<file path="src/rtl/instr_fetch_unit_pkg.sv">
// Shared types and helpers for the instruction prefetcher.
// Holds the fetch FSM encoding, lane-count derivation and a log2 helper
// used to size queue pointers, counters and lane counters.
package instr_fetch_unit_pkg;

    typedef enum logic [1:0] {
        ST_IDLE      = 2'd0,
        ST_FETCH     = 2'd1,
        ST_WAIT_SLOT = 2'd2
    } fetch_state_e;

    // ceil(log2(n)), but never less than 1 so a one-entry structure still gets a bit
    function automatic int clog2_min1(input int n);
        int r;
        r = 1;
        while ((1 << r) < n) begin
            r = r + 1;
        end
        return r;
    endfunction

    // Number of memory beats that make up one instruction
    function automatic int lanes_of(input int width, input int instr_bits);
        return instr_bits / width;
    endfunction

endpackage

</file>
<file path="src/rtl/instr_fetch_unit_queue.sv">
// fetch_queue: synchronous FIFO holding {pc, instruction} entries.
// Latency: a push is visible at the head (empty_o low) the cycle after.
// Backpressure: push is ignored when full without a pop; flush beats push and pop.
module fetch_queue
    import instr_fetch_unit_pkg::*;
#(
    parameter int DW    = 40,
    parameter int DEPTH = 2,
    parameter int CNT_W = clog2_min1(DEPTH + 1)
) (
    input  logic             clk,
    input  logic             rst_i,
    input  logic             flush_i,
    input  logic             push_i,
    input  logic [DW-1:0]    push_dat_i,
    input  logic             pop_i,
    output logic [DW-1:0]    pop_dat_o,
    output logic             full_o,
    output logic             empty_o,
    output logic [CNT_W-1:0] count_o
);
    localparam int PTR_W = clog2_min1(DEPTH);

    logic [DW-1:0]    mem_q [DEPTH];
    logic [PTR_W-1:0] wr_ptr_q;
    logic [PTR_W-1:0] rd_ptr_q;
    logic [CNT_W-1:0] count_q;
    logic             do_push;
    logic             do_pop;

    function automatic logic [PTR_W-1:0] ptr_inc(input logic [PTR_W-1:0] p);
        return (p == PTR_W'(DEPTH - 1)) ? '0 : p + 1'b1;
    endfunction

    assign empty_o   = (count_q == '0);
    assign full_o    = (count_q == CNT_W'(DEPTH));
    assign count_o   = count_q;
    assign pop_dat_o = mem_q[rd_ptr_q];
    assign do_pop    = pop_i && !empty_o;
    assign do_push   = push_i && (!full_o || do_pop);

    // Pointer and occupancy tracking; flush empties the queue in one cycle
    always_ff @(posedge clk) begin
        if (rst_i || flush_i) begin
            wr_ptr_q <= '0;
            rd_ptr_q <= '0;
            count_q  <= '0;
        end else begin
            if (do_push) wr_ptr_q <= ptr_inc(wr_ptr_q);
            if (do_pop)  rd_ptr_q <= ptr_inc(rd_ptr_q);
            count_q <= count_q + CNT_W'(do_push) - CNT_W'(do_pop);
        end
    end

    // Entry storage; contents are don't-care while the slot is empty
    always_ff @(posedge clk) begin
        if (do_push && !flush_i && !rst_i) begin
            mem_q[wr_ptr_q] <= push_dat_i;
        end
    end

endmodule

</file>
<file path="src/rtl/instr_fetch_unit.sv">
// instr_fetch_unit: autonomous prefetcher assembling INSTR_BITS words from WIDTH-bit beats.
// Latency: lane-0 request to instr_valid is LANES+1 cycles; one instruction per LANES cycles.
// Backpressure: a new instruction starts only when queue + in-assembly < DEPTH; else fetch waits.
module instr_fetch_unit
    import instr_fetch_unit_pkg::*;
#(
    parameter int               WIDTH      = 8,
    parameter int               INSTR_BITS = 32,
    parameter int               DEPTH      = 2,
    parameter logic [WIDTH-1:0] RESET_PC   = '0
) (
    input  logic                  clk,
    input  logic                  reset,
    input  logic                  fetch_en,
    output logic                  mem_req,
    output logic [WIDTH-1:0]      mem_adr,
    input  logic [WIDTH-1:0]      memdata,
    output logic [INSTR_BITS-1:0] instr,
    output logic [WIDTH-1:0]      instr_pc,
    output logic                  instr_valid,
    input  logic                  instr_ready,
    input  logic                  redirect,
    input  logic [WIDTH-1:0]      redirect_pc
);
    localparam int                LANES     = lanes_of(WIDTH, INSTR_BITS);
    localparam int                LANE_W    = clog2_min1(LANES);
    localparam int                QDW       = INSTR_BITS + WIDTH;
    localparam int                CNT_W     = clog2_min1(DEPTH + 1);
    localparam logic [LANE_W-1:0] LAST_LANE = LANE_W'(LANES - 1);

    fetch_state_e          state_q;
    logic [WIDTH-1:0]      fetch_pc_q;
    logic [LANE_W-1:0]     lane_q;
    logic [WIDTH-1:0]      start_pc_q;
    logic [INSTR_BITS-1:0] asm_q;
    logic                  busy_q;
    logic                  rsp_vld_q;
    logic [LANE_W-1:0]     rsp_lane_q;

    logic [INSTR_BITS-1:0] asm_d;
    logic                  slot_free;
    logic                  final_cap;
    logic                  q_push;
    logic                  q_pop;
    logic [QDW-1:0]        q_head;
    logic                  q_full;
    logic                  q_empty;
    logic [CNT_W-1:0]      q_count;

    // A pop in this cycle is deliberately not counted: only registered occupancy is used
    assign slot_free = !q_full && ((int'(q_count) + int'(busy_q)) < DEPTH);

    assign mem_req   = (state_q == ST_FETCH) && !redirect && !reset;
    assign mem_adr   = fetch_pc_q;

    // The final beat completes the word; a redirect this cycle squashes it
    assign final_cap = rsp_vld_q && (rsp_lane_q == LAST_LANE) && !redirect;
    assign q_push    = final_cap && !reset;
    assign q_pop     = instr_valid && instr_ready && !redirect;

    assign instr_valid = !q_empty;
    assign instr       = instr_valid ? q_head[INSTR_BITS-1:0] : '0;
    assign instr_pc    = instr_valid ? q_head[QDW-1:INSTR_BITS] : '0;

    // Merge the arriving beat into its lane of the assembly word
    always_comb begin
        asm_d = asm_q;
        asm_d[int'(rsp_lane_q) * WIDTH +: WIDTH] = memdata;
    end

    // Request addressing, response capture and in-assembly tracking
    always_ff @(posedge clk) begin
        if (reset) begin
            fetch_pc_q <= RESET_PC;
            lane_q     <= '0;
            start_pc_q <= '0;
            asm_q      <= '0;
            busy_q     <= 1'b0;
            rsp_vld_q  <= 1'b0;
            rsp_lane_q <= '0;
        end else if (redirect) begin
            fetch_pc_q <= redirect_pc;
            lane_q     <= '0;
            asm_q      <= '0;
            busy_q     <= 1'b0;
            rsp_vld_q  <= 1'b0;
            rsp_lane_q <= '0;
        end else begin
            rsp_vld_q  <= mem_req;
            rsp_lane_q <= lane_q;
            if (mem_req) begin
                fetch_pc_q <= fetch_pc_q + 1'b1;
                lane_q     <= (lane_q == LAST_LANE) ? '0 : lane_q + 1'b1;
                if (lane_q == '0) start_pc_q <= fetch_pc_q;
            end
            if (rsp_vld_q) asm_q <= asm_d;
            busy_q <= (busy_q && !final_cap) || (mem_req && (lane_q == '0));
        end
    end

    // Fetch FSM: decides at the last-lane request whether the next word may start
    always_ff @(posedge clk) begin
        if (reset) begin
            state_q <= ST_IDLE;
        end else if (redirect) begin
            state_q <= fetch_en ? ST_FETCH : ST_IDLE;
        end else begin
            case (state_q)
                ST_IDLE: begin
                    if (fetch_en && slot_free) state_q <= ST_FETCH;
                end
                ST_FETCH: begin
                    if (lane_q == LAST_LANE) begin
                        if (fetch_en && slot_free) state_q <= ST_FETCH;
                        else if (fetch_en)         state_q <= ST_WAIT_SLOT;
                        else                       state_q <= ST_IDLE;
                    end
                end
                ST_WAIT_SLOT: begin
                    if (!fetch_en)      state_q <= ST_IDLE;
                    else if (slot_free) state_q <= ST_FETCH;
                end
                default: state_q <= ST_IDLE;
            endcase
        end
    end

    fetch_queue #(
        .DW    (QDW),
        .DEPTH (DEPTH),
        .CNT_W (CNT_W)
    ) u_queue (
        .clk        (clk),
        .rst_i      (reset),
        .flush_i    (redirect),
        .push_i     (q_push),
        .push_dat_i ({start_pc_q, asm_d}),
        .pop_i      (q_pop),
        .pop_dat_o  (q_head),
        .full_o     (q_full),
        .empty_o    (q_empty),
        .count_o    (q_count)
    );

endmodule

</file>
<file path="config.mk">
export PLATFORM = sky130hd
export DESIGN_NAME = instr_fetch_unit
export DESIGN_NICKNAME = d
export VERILOG_FILES = /design/src/rtl/instr_fetch_unit_pkg.sv /design/src/rtl/instr_fetch_unit_queue.sv /design/src/rtl/instr_fetch_unit.sv
export SDC_FILE = /design/constraint.sdc
export NUM_CORES = 1
export LEC_CHECK = 0
export ABC_AREA = 1
export ABC_CLOCK_PERIOD_IN_PS = 2990
export CAP_MARGIN = 20
export CORE_UTILIZATION = 46
export DETAILED_ROUTE_END_ITERATION = 6
export DONT_BUFFER_PORTS = 1
export PLACE_DENSITY_LB_ADDON = 0.15
export SETUP_SLACK_MARGIN = 0.3
export SLEW_MARGIN = 40
export SYNTH_ARGS = -nofsm -noshare
export SYNTH_HDL_FRONTEND = slang
export SYNTH_SLANG_ARGS = --single-unit
</file>
<file path="constraint.sdc">
create_clock -name clk -period 2.99 [get_ports clk]
set_clock_uncertainty 0.05 [all_clocks]
set_input_delay 0.598 -clock clk [delete_from_list [all_inputs] [get_ports clk]]
set_output_delay 0.598 -clock clk [all_outputs]
set_load 0.1 [all_outputs]
</file>
==> results.md <==
- **run status** finished clean
- **placed inst area** 7230 sq um
- **Arrival @ worst endpoint** 1870 ps
- **number of cells on the worst reg-to-reg path** 7
- **overall die area** 13700 sq um
- **via count of the routed design** 4571
- **std cell rows** 41
- **count of endpoints failing hold in the final timing report** 0
- **HPWL reported at the end of detailed placement** 9.11 mm
- **count of final setup violators** 0
- **Least-Margin Pin Slew** 735 ps
- **number of max-slew violations in the final report** 0
- **Lkg Pwr** 3.03 nW
- **terminus of the critical flop-to-flop path** u_queue.mem_q[1][28]
- **mean area per synthesized cell** 9.25 sq um
- **Initial DRC Count** 304
- **Overall Global Routing Usage** 0.211
- **cell internal pwr** 3.46 mW
- **top-area cell type share of the netlist area** 0.395
- **Power Dens Cells** 558 nW/um^2
- **min-delay worst type** input port to flip-flop
- **number of global-route vias before repair** 4484
- **setup_tns** 0 ps
- **final weighted congestion of routability-driven global placement** 0.855
- **maximum root-to-sink buffer count** 2
- **initial cell density of the core** 0.476
- **global route overflow** 0
- **Post-CTS Hold Fix Bufs** 0
- **share of power burned in combinational logic** 0.045
- **switching share of total power** 0.207
- **number of instances in the synthesized netlist** 657
- **area of the placeable core** 12800 sq um
- **TritonCTS Buffers** 17
- **crit end category** primary output
- **share of power burned in the clock network** 0.480
- **wire length per cell after detailed routing** 15.1 microns
- **initial antenna violation count** 0
- **top post-synthesis cells by count** nand2_1, a21oi_1, inv_1
- **layout cells sized above 1** 0.204
- **post-placement worst setup slack** 792 ps
- **largest net degree at the start of global routing** 65
- **register bit total from synthesis** 141
- **Area contributors post-synth** edfxtp_1, dfxtp_1, nand2_1
- **TritonCTS clock tree** done
- **clock sink total** 141
- **Residual DRC** 0
- **Buffers on Ports** 0
- **peak ir drop on the vdd network** 0.327 mV
- **CTS root buffer** clkbuf_16
- **floorplan die height** 117 microns
- **sequential fraction of design power** 0.475
- **cell area after technology mapping** 6080 sq um
- **most common cell in the netlist** nand2_1
- **count of flip-flops with a built-in enable after synthesis** 80
- **data required time at the worst endpoint** 2340 ps
- **power spent charging and discharging nets** 0.905 mW
- **total instance count after detailed placement** 852
- **overall routed net length** 13.3 mm
- **normalized max-slew margin** 0.509
- **origin of the critical flop-to-flop path** rsp_lane_q[0]
- **wire length of the first global-routing pass** 21.6 mm
- **dominant cell type by area after synthesis** edfxtp_1
- **die outline width** 117 microns
- **post_cts resized** 0
- **terminating pin of the worst hold path** mem_adr[7]
- **Final Cell Area** 7830 sq um
- **worst hold path depth** 1
- **crit path kind** flip-flop to primary output
- **asr flop ratio synth** 0
- **unrepaired setup endpoints after global routing** false
- **residual antenna-violating net count after detailed routing** 0
- **Max Cap Violations** 0
- **net count reported at finish** 730
- **vias per std cell** 5.17
- **first-pass iteration count of the detailed router** 4
- **register-to-register setup slack** 830 ps
- **# Post-CTS Setup Buffers** 0
- **critical path startpoint category** flip-flop
- **portion of the clock cycle consumed by the worst path in the final layout** 0.842
- **Power Total** 4.37 mW
- **area delta synth->final** 28.9%
- **number of nets in the synthesized netlist** 688
- **CTS H-tree depth** 4
- **clock period minus worst slack** 2520 ps
- **antenna diode instance count** 0
- **maximum clock rate** 0.397 GHz
- **main flop type after synthesis** edfxtp_1
- **Yosys warnings** 0
- **clock input transition at the sequential cells of the worst setup and hold paths** 60 ps
- **Worst Hold Launch** reset
- **peak fanout along the critical path** 27
- **sequential fraction of the synthesis area** 0.596
- **count of distinct cell types in the synthesized netlist** 32
- **Cell Count, Final, Fillers Out** 884
- **smallest setup slack after layout** 472 ps
- **clock latency at the later pin of the worst-skew pair** 420 ps
- **top-level I/O count** 71
[cell families after synthesis]
group | share of synthesized area
AO/OA/AOI/OAI | 0.151
adder cells (fa/ha/maj) | 0.0206
AND/OR/NAND/NOR | 0.138
buffers and inverters | 0.0933
XOR/XNOR | 0.00144
flip-flops | 0.596
[layout by cell type, fill, tap and decap left out, types with 5 or more instances in the layout]
cell / netlist / layout
buf_12: 0 / 43
clkbuf_16: 0 / 18
nand3_1: 23 / 23
o21ai_0: 31 / 31
dfxtp_1: 61 / 60
a21oi_2: 1 / 41
clkinv_2: 0 / 5
inv_1: 93 / 93
edfxtp_1: 80 / 80
nand2_1: 138 / 138
buf_4: 2 / 14
nor2_1: 24 / 21
ha_1: 10 / 10
o21ai_1: 8 / 8
a21oi_1: 95 / 55
o22ai_1: 32 / 32
[worst max-delay path, cell delays in order, from the launching register on]
cell	delay, ps
dfxtp_1	300
inv_1	400
buf_12	240
nand2_1	80
a21oi_2	210
buf_12	200
[cell type report]
type / count / area [sq um]
Tap cell: 172 / 215
Fill cell: 1015 / 4940
Timing Repair Buffer: 57 / 966
Clock buffer: 25 / 517
Clock inverter: 7 / 83.8
Sequential cell: 141 / 3620
Multi-Input combinational cell: 384 / 2060
Inverter: 98 / 369
[how the worst max path moves through the flow]
stage,from,endpoint
final,flip-flop,instr_pc[3]
after global routing,flip-flop,instr_pc[3]
after CTS,flip-flop,instr_pc[3]
after detailed placement,reset,u_queue.mem_q[1][22]
after global placement,reset,u_queue.mem_q[1][20]
after floorplan,reset,u_queue.mem_q[1][0]
[power by group through the flow]
| stage | sequential [mW] | clock [mW] | combinational [mW] |
|---|---|---|---|
| after floorplan | 2.17 | 0 | 0.111 |
| final | 2.08 | 2.10 | 0.195 |
| after global placement | 2.11 | 0 | 0.187 |
| after detailed placement | 2.12 | 0 | 0.193 |
| after global routing | 2.08 | 2.21 | 0.212 |
| after CTS | 2.08 | 2.13 | 0.194 |
[stage by stage]
stage,hold WS (ps),util
final,180,0.613
after global routing,167,0.613
after CTS,166,0.613
after detailed placement,396,0.566
after global placement,390,0.566
after floorplan,376,-
[state kept, by name (all words and copies together) (netlist names), 2 cells and up, named ones only]
| name | flops |
|---|---|
| mem_adr | 8 |
| lane_q | 2 |
| asm_q | 32 |
| state_q | 2 |
| u_queue.mem_q | 80 |
| start_pc_q | 8 |
| rsp_lane_q | 2 |
| u_queue.count_o | 2 |
[per-layer routing]
layer | track usage | routed length, microns
met5 | 0 | 0
met4 | 0.0844 | 241
met3 | 0.0546 | 652
met2 | 0.372 | 6900
met1 | 0.246 | 5540
Note: power is estimated with default switching activity, not from simulation.
